$ cat config.mk
export PLATFORM = sky130hd
export DESIGN_NAME = cnn_relu_maxpool_flat
export DESIGN_NICKNAME = d
export VERILOG_FILES = /design/src/rtl/cnn_relu_maxpool_if.sv /design/src/rtl/cnn_relu_maxpool.sv /design/src/flat_wrapper.sv
export SDC_FILE = /design/constraint.sdc
export NUM_CORES = 1
export LEC_CHECK = 0
export CELL_PAD_IN_SITES_DETAIL_PLACEMENT = 1
export CELL_PAD_IN_SITES_GLOBAL_PLACEMENT = 1
export CORE_MARGIN = 4
export CORE_UTILIZATION = 55
export CTS_BUF_LIST = sky130_fd_sc_hd__clkbuf_2 sky130_fd_sc_hd__clkbuf_4 sky130_fd_sc_hd__clkbuf_8
export DETAILED_ROUTE_END_ITERATION = 16
export HOLD_SLACK_MARGIN = 0.12
export PLACE_DENSITY = 0.82
export SLEW_MARGIN = 10
export SYNTH_ARGS = -nofsm -noshare
export SYNTH_HDL_FRONTEND = slang
export SYNTH_SLANG_ARGS = --single-unit
$ cat constraint.sdc
create_clock -name clk -period 15.07 [get_ports clk]
set_input_delay 3.7675 -clock clk [delete_from_list [all_inputs] [get_ports clk]]
set_output_delay 3.7675 -clock clk [all_outputs]
set_load 0.05 [all_outputs]
$ cat src/rtl/cnn_relu_maxpool_if.sv
// Stream bundle for cnn_relu_maxpool: raster feature-map beats in, pooled pixels out.
// master = upstream producer / consumer side, slave = the pooling block.
interface cnn_relu_maxpool_if #(
   parameter int O_F_BW = 23,
   parameter int CO     = 3,
   parameter int IW     = 24,
   parameter int IH     = 24
);
   localparam int PXW = (IW / 2 > 1) ? $clog2(IW / 2) : 1;
   localparam int PYW = (IH / 2 > 1) ? $clog2(IH / 2) : 1;

   logic                 i_valid;
   logic [CO*O_F_BW-1:0] i_fmap;
   logic                 o_valid;
   logic [CO*O_F_BW-1:0] o_pool;
   logic [PXW-1:0]       o_px;
   logic [PYW-1:0]       o_py;
   logic                 o_done;

   modport master (output i_valid, i_fmap,
                   input  o_valid, o_pool, o_px, o_py, o_done);
   modport slave  (input  i_valid, i_fmap,
                   output o_valid, o_pool, o_px, o_py, o_done);
endinterface

$ cat src/rtl/cnn_relu_maxpool.sv
// Streaming per-channel 2x2/stride-2 max pool with optional ReLU on a raster feature map.
// Define POOL_RELU_EN to clamp negative pooled values to zero.

module cnn_relu_maxpool_lane #(
   parameter int W = 23
) (
   input  logic signed [W-1:0] pair,
   input  logic signed [W-1:0] din,
   input  logic signed [W-1:0] rbuf,
   output logic signed [W-1:0] hmax,
   output logic signed [W-1:0] pooled
);
   logic signed [W-1:0] vmax;

   always_comb begin
      hmax = (din > pair) ? din : pair;
      vmax = (rbuf > hmax) ? rbuf : hmax;
`ifdef POOL_RELU_EN
      pooled = vmax[W-1] ? '0 : vmax;
`else
      pooled = vmax;
`endif
   end
endmodule

module cnn_relu_maxpool #(
   parameter int O_F_BW = 23,
   parameter int CO     = 3,
   parameter int IW     = 24,
   parameter int IH     = 24
) (
   input logic             clk,
   input logic             reset_n,
   cnn_relu_maxpool_if.slave s
);
   localparam int XW  = $clog2(IW);
   localparam int YW  = $clog2(IH);
   localparam int PXW = (IW / 2 > 1) ? $clog2(IW / 2) : 1;
   localparam int PYW = (IH / 2 > 1) ? $clog2(IH / 2) : 1;

   typedef logic [CO-1:0][O_F_BW-1:0] pix_t;

   if ((IW % 2) != 0 || (IH % 2) != 0 || IW < 2 || IH < 2) begin : g_bad_geom
      $error("cnn_relu_maxpool: IW and IH must be even and >= 2");
   end

   logic [XW-1:0]  x_q, x_d;
   logic [YW-1:0]  y_q, y_d;
   pix_t           pair_q, pair_d;
   pix_t           rowbuf_q [IW/2];
   pix_t           rowbuf_d [IW/2];
   logic           valid_q, valid_d;
   logic           done_q, done_d;
   pix_t           pool_q, pool_d;
   logic [PXW-1:0] px_q, px_d;
   logic [PYW-1:0] py_q, py_d;

   pix_t           din, hmax, pooled;
   logic [PXW-1:0] col;
   logic [PYW-1:0] row;
   logic           x_last, y_last;

   assign din    = s.i_fmap;
   assign col    = PXW'(x_q >> 1);
   assign row    = PYW'(y_q >> 1);
   assign x_last = (x_q == XW'(IW - 1));
   assign y_last = (y_q == YW'(IH - 1));

   for (genvar c = 0; c < CO; c++) begin : g_lane
      cnn_relu_maxpool_lane #(.W(O_F_BW)) u_lane (
         .pair   (pair_q[c]),
         .din    (din[c]),
         .rbuf   (rowbuf_q[col][c]),
         .hmax   (hmax[c]),
         .pooled (pooled[c])
      );
   end

   always_comb begin
      x_d      = x_q;
      y_d      = y_q;
      pair_d   = pair_q;
      rowbuf_d = rowbuf_q;
      valid_d  = 1'b0;
      done_d   = 1'b0;
      pool_d   = pool_q;
      px_d     = px_q;
      py_d     = py_q;
      if (s.i_valid) begin
         x_d = x_last ? '0 : x_q + 1'b1;
         if (x_last) y_d = y_last ? '0 : y_q + 1'b1;
         // even rows park their horizontal max; odd rows close the 2x2 window
         if (!x_q[0]) begin
            pair_d = din;
         end else if (!y_q[0]) begin
            rowbuf_d[col] = hmax;
         end else begin
            valid_d = 1'b1;
            done_d  = x_last & y_last;
            pool_d  = pooled;
            px_d    = col;
            py_d    = row;
         end
      end
   end

   always_ff @(posedge clk) begin
      if (!reset_n) begin
         x_q     <= '0;
         y_q     <= '0;
         valid_q <= 1'b0;
         done_q  <= 1'b0;
         pool_q  <= '0;
         px_q    <= '0;
         py_q    <= '0;
      end else begin
         x_q     <= x_d;
         y_q     <= y_d;
         valid_q <= valid_d;
         done_q  <= done_d;
         pool_q  <= pool_d;
         px_q    <= px_d;
         py_q    <= py_d;
      end
   end

   // data-path storage needs no reset; counters decide what is live
   always_ff @(posedge clk) begin
      pair_q   <= pair_d;
      rowbuf_q <= rowbuf_d;
   end

   assign s.o_valid = valid_q;
   assign s.o_done  = done_q;
   assign s.o_pool  = pool_q;
   assign s.o_px    = px_q;
   assign s.o_py    = py_q;
endmodule

$ cat src/flat_wrapper.sv
// flat-port wrapper written by rule: the top's interface ports become plain ports
module cnn_relu_maxpool_flat 
#(
   parameter int O_F_BW = 23,
   parameter int CO     = 3,
   parameter int IW     = 24,
   parameter int IH     = 24
)
  (clk, reset_n, s_i_valid, s_i_fmap, s_o_valid, s_o_pool, s_o_px, s_o_py, s_o_done);
  cnn_relu_maxpool_if #(.O_F_BW(O_F_BW), .CO(CO), .IW(IW), .IH(IH)) s_i ();
  input logic clk;
  input logic reset_n;
  input wire logic [$bits(s_i.i_valid)-1:0] s_i_valid;
  input wire logic [$bits(s_i.i_fmap)-1:0] s_i_fmap;
  output wire logic [$bits(s_i.o_valid)-1:0] s_o_valid;
  output wire logic [$bits(s_i.o_pool)-1:0] s_o_pool;
  output wire logic [$bits(s_i.o_px)-1:0] s_o_px;
  output wire logic [$bits(s_i.o_py)-1:0] s_o_py;
  output wire logic [$bits(s_i.o_done)-1:0] s_o_done;
  assign s_i.i_valid = s_i_valid;
  assign s_i.i_fmap = s_i_fmap;
  assign s_o_valid = s_i.o_valid;
  assign s_o_pool = s_i.o_pool;
  assign s_o_px = s_i.o_px;
  assign s_o_py = s_i.o_py;
  assign s_o_done = s_i.o_done;
  cnn_relu_maxpool #(.O_F_BW(O_F_BW), .CO(CO), .IW(IW), .IH(IH)) u_core (.clk(clk), .reset_n(reset_n), .s(s_i));
endmodule
* After elaboration in Yosys (flattened, before gate mapping)
Cells that the tools add are included.
Storage, ports and cells: bits in registers 986, input port bits 72, word-level logic and storage cells 86
Operators by class: add/sub/neg operators 2, order comparisons 8, equal/unequal tests 2, muxes and demuxes 15, bitwise operators 4, reduce and logical (&&, ||, !) cells 7
Operators with widths (count):
- 828-bit bitwise mux | 1
- 69-bit binary-select mux with 4-bit select | 1
- 69-bit demux with 4-bit select | 1
- 69-bit 2-to-1 mux | 3
- 23-bit greater-than comparator | 6
- 23-bit 2-to-1 mux | 6
- 5-bit by 1-bit adder with 5-bit output, second input constant | 2
- 5-bit equality test, second input constant | 2
- 5-bit 2-to-1 mux | 2
- 3-bit AND reduction | 3
- 5-bit >= comparator, second input constant | 1
- 5-bit by 1-bit less-than comparator with 1-bit output, second input constant | 1
- 4-bit inverter with 5-bit output | 1
- 2-bit AND reduction | 2
- 4-bit AND reduction | 1
- 1-bit inverter | 2
- 1-bit bitwise AND | 1
- 1-bit logical AND | 1
- 1-bit 2-to-1 mux | 1

* Logic depth before layout (Yosys ltp)
depth in word-level cells 6, mapped depth 21

* Hierarchy
From an unflattened synthesis, not the netlist that was laid out.
Second synthesis, totals: cells, all modules 2522, area, all modules 41695.0 sq um
By module, submodules not included:
- cnn_relu_maxpool | instances 1, cells an instance 1802, area an instance 36304.8 sq um, seq. area each 28717.5 sq um
- cnn_relu_maxpool_lane | instances 3, cells an instance 240, area an instance 1796.7 sq um, seq. area each 0.0 sq um

* Least setup slack after synthesis
No wires, ideal clock.
path kind input -> register, start input port s_i_valid, end register u_core.rowbuf_q[759] (netlist bit), enable pin, data arrival time 9407 ps, required time 14489 ps, slack 5082 ps, stages 5, buffers on the path 1, cells stage by stage clkbuf_1 > nand2_1 > or2_2 > or3_1 > nor3_1
On the way: word-level cells in the longest chain between the ends 1
RTL lines:
- start, declared | line flat_wrapper.sv:13 | input wire logic [$bits(s_i.i_valid)-1:0] s_i_valid;
- 3-bit AND reduction (no source line)
- end signal, assigned | line cnn_relu_maxpool.sv:130 | rowbuf_q <= rowbuf_d;
- end, declared | line cnn_relu_maxpool.sv:50 | pix_t rowbuf_q [IW/2];
Every way passes these cells. A chain may end at the register's enable or synchronous reset.

* Worst setup path in the final report
start input port s_i_fmap[25], end register u_core.pool_q, in the netlist u_core.s.o_pool[38]
On the way: word-level cells in the longest chain between the ends 4
RTL lines:
- start, declared | line flat_wrapper.sv:14 | input wire logic [$bits(s_i.i_fmap)-1:0] s_i_fmap;
- 23-bit greater-than comparator | line cnn_relu_maxpool.sv:16 | hmax = (din > pair) ? din : pair;
- 23-bit 2-to-1 mux (*) | line cnn_relu_maxpool.sv:16
- 23-bit greater-than comparator | line cnn_relu_maxpool.sv:17 | vmax = (rbuf > hmax) ? rbuf : hmax;
- 23-bit 2-to-1 mux (*) | line cnn_relu_maxpool.sv:17
- end signal, assigned | line cnn_relu_maxpool.sv:121 | pool_q <= pool_d;
- end, declared | line cnn_relu_maxpool.sv:54 | pix_t pool_q, pool_d;
Mark *: on every way between the ends. The rest lies on a longest branch, timed or not.

==> impl_metrics.ini <==
[floorplan]
start_util_pct = 55.6
fp.dieW_um = 282
die_y_um = 282
die_area_um2 = 79600
row_count = 100
ioPinCount = 151
core_area_um2 = 74400

[logic_synthesis]
synth-seq-area-share_pct = 69.4
synth_top_area_share_pct = 65.1
synthesis.area_um2 = 41400
yosys.cell_types.count = 55
yosysTopAreaCell = edfxtp_1
synthCells = 2388
ys_ff_latch = 986
syn_nets = 2600
synth_area_leaders = edfxtp_1 65%, mux4_2 11%, dfxtp_1 4.3%
synth_top_flop_cell = edfxtp_1
post_synth.cell_area_avg_um2 = 17.3
yosysWarnings = 0
async_reset_ff_share_pct = 0
synth_edf_count = 897

[run]
drv_cap = 0

[drt]
vias = 23682
drc = 0
routedWlPerCell_um = 29.1
ant_nets = 0
drt_iter0_markers = 2435
dr.pass1.iters = 5
totalWireLength_um = 108000
viasPerCell = 6.35

[critical_path]
crit_arrival_ns = 10.65
cpLargestDelayFamily = compound AO/OA/AOI/OAI gates
critical-path-slowest-cell = mux2i_4
r2r_end = u_core.s.o_pool[38]
critPathMaxFanout = 25
slowest_delay_ns = 0.99
path_buf_inv = 1
ff2ff_setup_slack_ns = 8.15
critPathLaunchType = input pin
reg2reg_from = u_core.pair_q[25]
worst-setup-path-type = input pin to flip-flop
crit_chain = clkdlybuf4s50_1 > ha_1 > a21oi_1 > a21oi_1 > a2111oi_0 > o21ai_0 > a21oi_1 > mux2i_4 > mux2i_1 > ha_1 > a211oi_1 > o21bai_1 > a21oi_1 > o21ai_0 > a211oi_1 > mux2_2 > nand2b_1 > o211ai_1
ff2ff_path_depth = 18
cpMostUsedCell = a21oi_1
required_ns = 15.76
endpoint_kind = flip-flop

[clock_tree]
post_cts_resized = 0
worstSkewPairLatency_ns = 0.83
cts-htree-levels = 4
clkTransAtPathRegs_ns = 0.07
cts_made_buffers = 162
cts_root_buf = clkbuf_8
ctsHoldBuffers = 0
cts.sink_count = 986
clockBufferDepth = 3
cts_tree = yes
postCtsSetupBuffers = 0

[sta]
hold_viol = 0
period_minus_slack_ns = 9.96
worst_clock_skew_ns = 0.0614
slew_headroom_pct = 18.2
setup_violations = 0
final_max_slew_viol_count = 0
rsz0062_at_grt = no
setup_ws_ns = 5.11
finalCritPeriodShare_pct = 66.1
fmax_ghz = 0.100
tightest_slew_ns = 1.23
tns_ns = 0

[placed_design]
placedInstanceArea_um2 = 44000
post-place-ws_ns = 4.61
dpl.hpwl_um = 62100
port_buffers = 150
place.gp.congestion = 0.840

[grt]
grt_pass1_wl_um = 163000
grt_max_degree = 169
overflow = 0
antenna_found_initial = 4
grt_use_total_pct = 27.7
grt_pass1_vias = 26093

[min_path]
holdPathEnd = u_core.s.o_px[3]
min_from = u_core.s.o_px[3]
hold_path_depth = 2
hp-class = flip-flop to flip-flop

[outcome]
status = finished clean

[pwr]
vdd_ir_drop_max_v = 0.0000836
power_density_nw_per_um2 = 128
total_power_mw = 6.08
leakage_nw = 16.1

[final_layout]
final_util_pct = 63.8
postLayoutCellArea_um2 = 47500
fin_nets = 2834
layout-drive-gt1-share_pct = 21.7
syn2layout_area_growth_pct = 14.8
nFillCells = 6486
## worst max path at each step
stage,startpoint,end,depth (start not counted)
final,s_i_fmap[25],u_core.s.o_pool[38],18
after global routing,s_i_fmap[25],u_core.s.o_pool[38],18
after CTS,s_i_fmap[25],u_core.s.o_pool[38],18
after detailed placement,s_i_fmap[25],u_core.s.o_pool[42],18
after global placement,s_i_fmap[48],u_core.s.o_pool[68],18
after floorplan,s_i_valid,u_core.rowbuf_q[759],5
## worst register-to-register path: cells and delay by family (launching register included)
family          cells  cell delay, ns
compound gates     11            2.94
simple gates        1            0.69
flops               1            0.40
fa+ha+maj           2            0.60
buf+inv             1            0.08
mux                 3            2.08
## layout make-up
cell class                 count  area, um^2  area share (%)
tap                          969        1210            2.55
timing repair buffer         187        1790            3.77
clock buffer                 236        2840            5.98
inverter                     138         518            1.09
clock inverter                66         604            1.27
multi-input combinational   1147       11800            24.8
sequential                   986       28700            60.5
antenna                        2        5.00          0.0105
## Yosys cell counts (all sizes together), types with 2 or more instances
| library cell | number |
|---|---|
| a2111oi | 4 |
| a211o | 23 |
| a211oi | 7 |
| a21boi | 11 |
| a21o | 11 |
| a21oi | 61 |
| a221o | 3 |
| and2 | 7 |
| and3 | 49 |
| and4 | 2 |
| buf | 45 |
| clkbuf | 72 |
| dfxtp | 89 |
| edfxtp | 897 |
| ha | 140 |
| inv | 138 |
| mux2 | 27 |
| mux2i | 115 |
| mux4 | 207 |
| nand2 | 145 |
| nand2b | 5 |
| nand3 | 85 |
| nand3b | 5 |
| nand4 | 28 |
| nor2 | 33 |
| nor2b | 7 |
| nor3 | 10 |
| o211ai | 24 |
| o21ai | 89 |
| o21bai | 4 |
| o221ai | 22 |
| o31ai | 2 |
| or2 | 2 |
| or4 | 2 |
| xnor2 | 3 |
## registers in the layout, indices dropped and copies added (netlist names)
| register | cells |
|---|---|
| u_core.x_q | 5 |
| u_core.s.o_valid | 1 |
| u_core.y_q | 5 |
| u_core.s.o_pool | 69 |
| u_core.pair_q | 69 |
| u_core.s.o_py | 4 |
| u_core.s.o_done | 1 |
| u_core.rowbuf_q | 828 |
| u_core.s.o_px | 4 |
## per-stage QoR
step                hold WS [ns]  cells
floorplan                  0.461   2388
global placement           0.458   3427
detailed placement         0.468   3427
CTS                        0.492   3729
global route               0.514   3730
finish                     0.489   3731
## layout by cell type, fill, tap and decap left out, types with 9 or more instances in the layout
cell type | netlist | layout
nand3_1 | 85 | 84
a21oi_1 | 61 | 61
ha_1 | 140 | 140
clkinv_1 | 0 | 23
nand2_1 | 144 | 144
nand4_1 | 28 | 28
buf_4 | 2 | 37
edfxtp_1 | 897 | 897
clkbuf_8 | 0 | 171
o211ai_1 | 24 | 24
mux4_2 | 207 | 207
a21boi_0 | 11 | 11
clkdlybuf4s50_1 | 0 | 149
clkbuf_4 | 0 | 65
a211o_1 | 23 | 23
mux2i_1 | 115 | 113
nor2_1 | 33 | 24
o221ai_2 | 20 | 20
a21o_1 | 11 | 11
o21ai_0 | 89 | 89
and3_1 | 49 | 49
bufinv_16 | 0 | 9
dfxtp_1 | 89 | 85
clkinv_2 | 0 | 18
mux2_2 | 26 | 26
inv_1 | 138 | 137
## logic make-up after synthesis
family                     count (synthesis)  synth area share, %
xor gates and xnor gates                   3               0.0635
buffers and inverters                    255                 2.46
adders and majority gates                140                 4.24
AOI/OAI and AO/OA                        269                 4.46
and+or+nand+nor                          386                 4.55
muxes                                    349                 14.8
DFF                                      986                 69.4
## power breakdown
| part | switching, mW | total (mW) | internal [mW] |
|---|---|---|---|
| Sequential | 0.0139 | 3.09 | 3.08 |
| Clock | 1.11 | 2.49 | 1.38 |
| Combinational | 0.327 | 0.497 | 0.170 |
## routing by layer
layer	track usage (%)	part of all wire, %	up-vias
li1	-	-	9987
met1	36.2	39	12372
met2	46.8	51	1097
met3	5.92	7.0	222
met4	9.57	2.8	4
met5	0	0.025	-
Note: power is estimated with default switching activity, not from simulation.
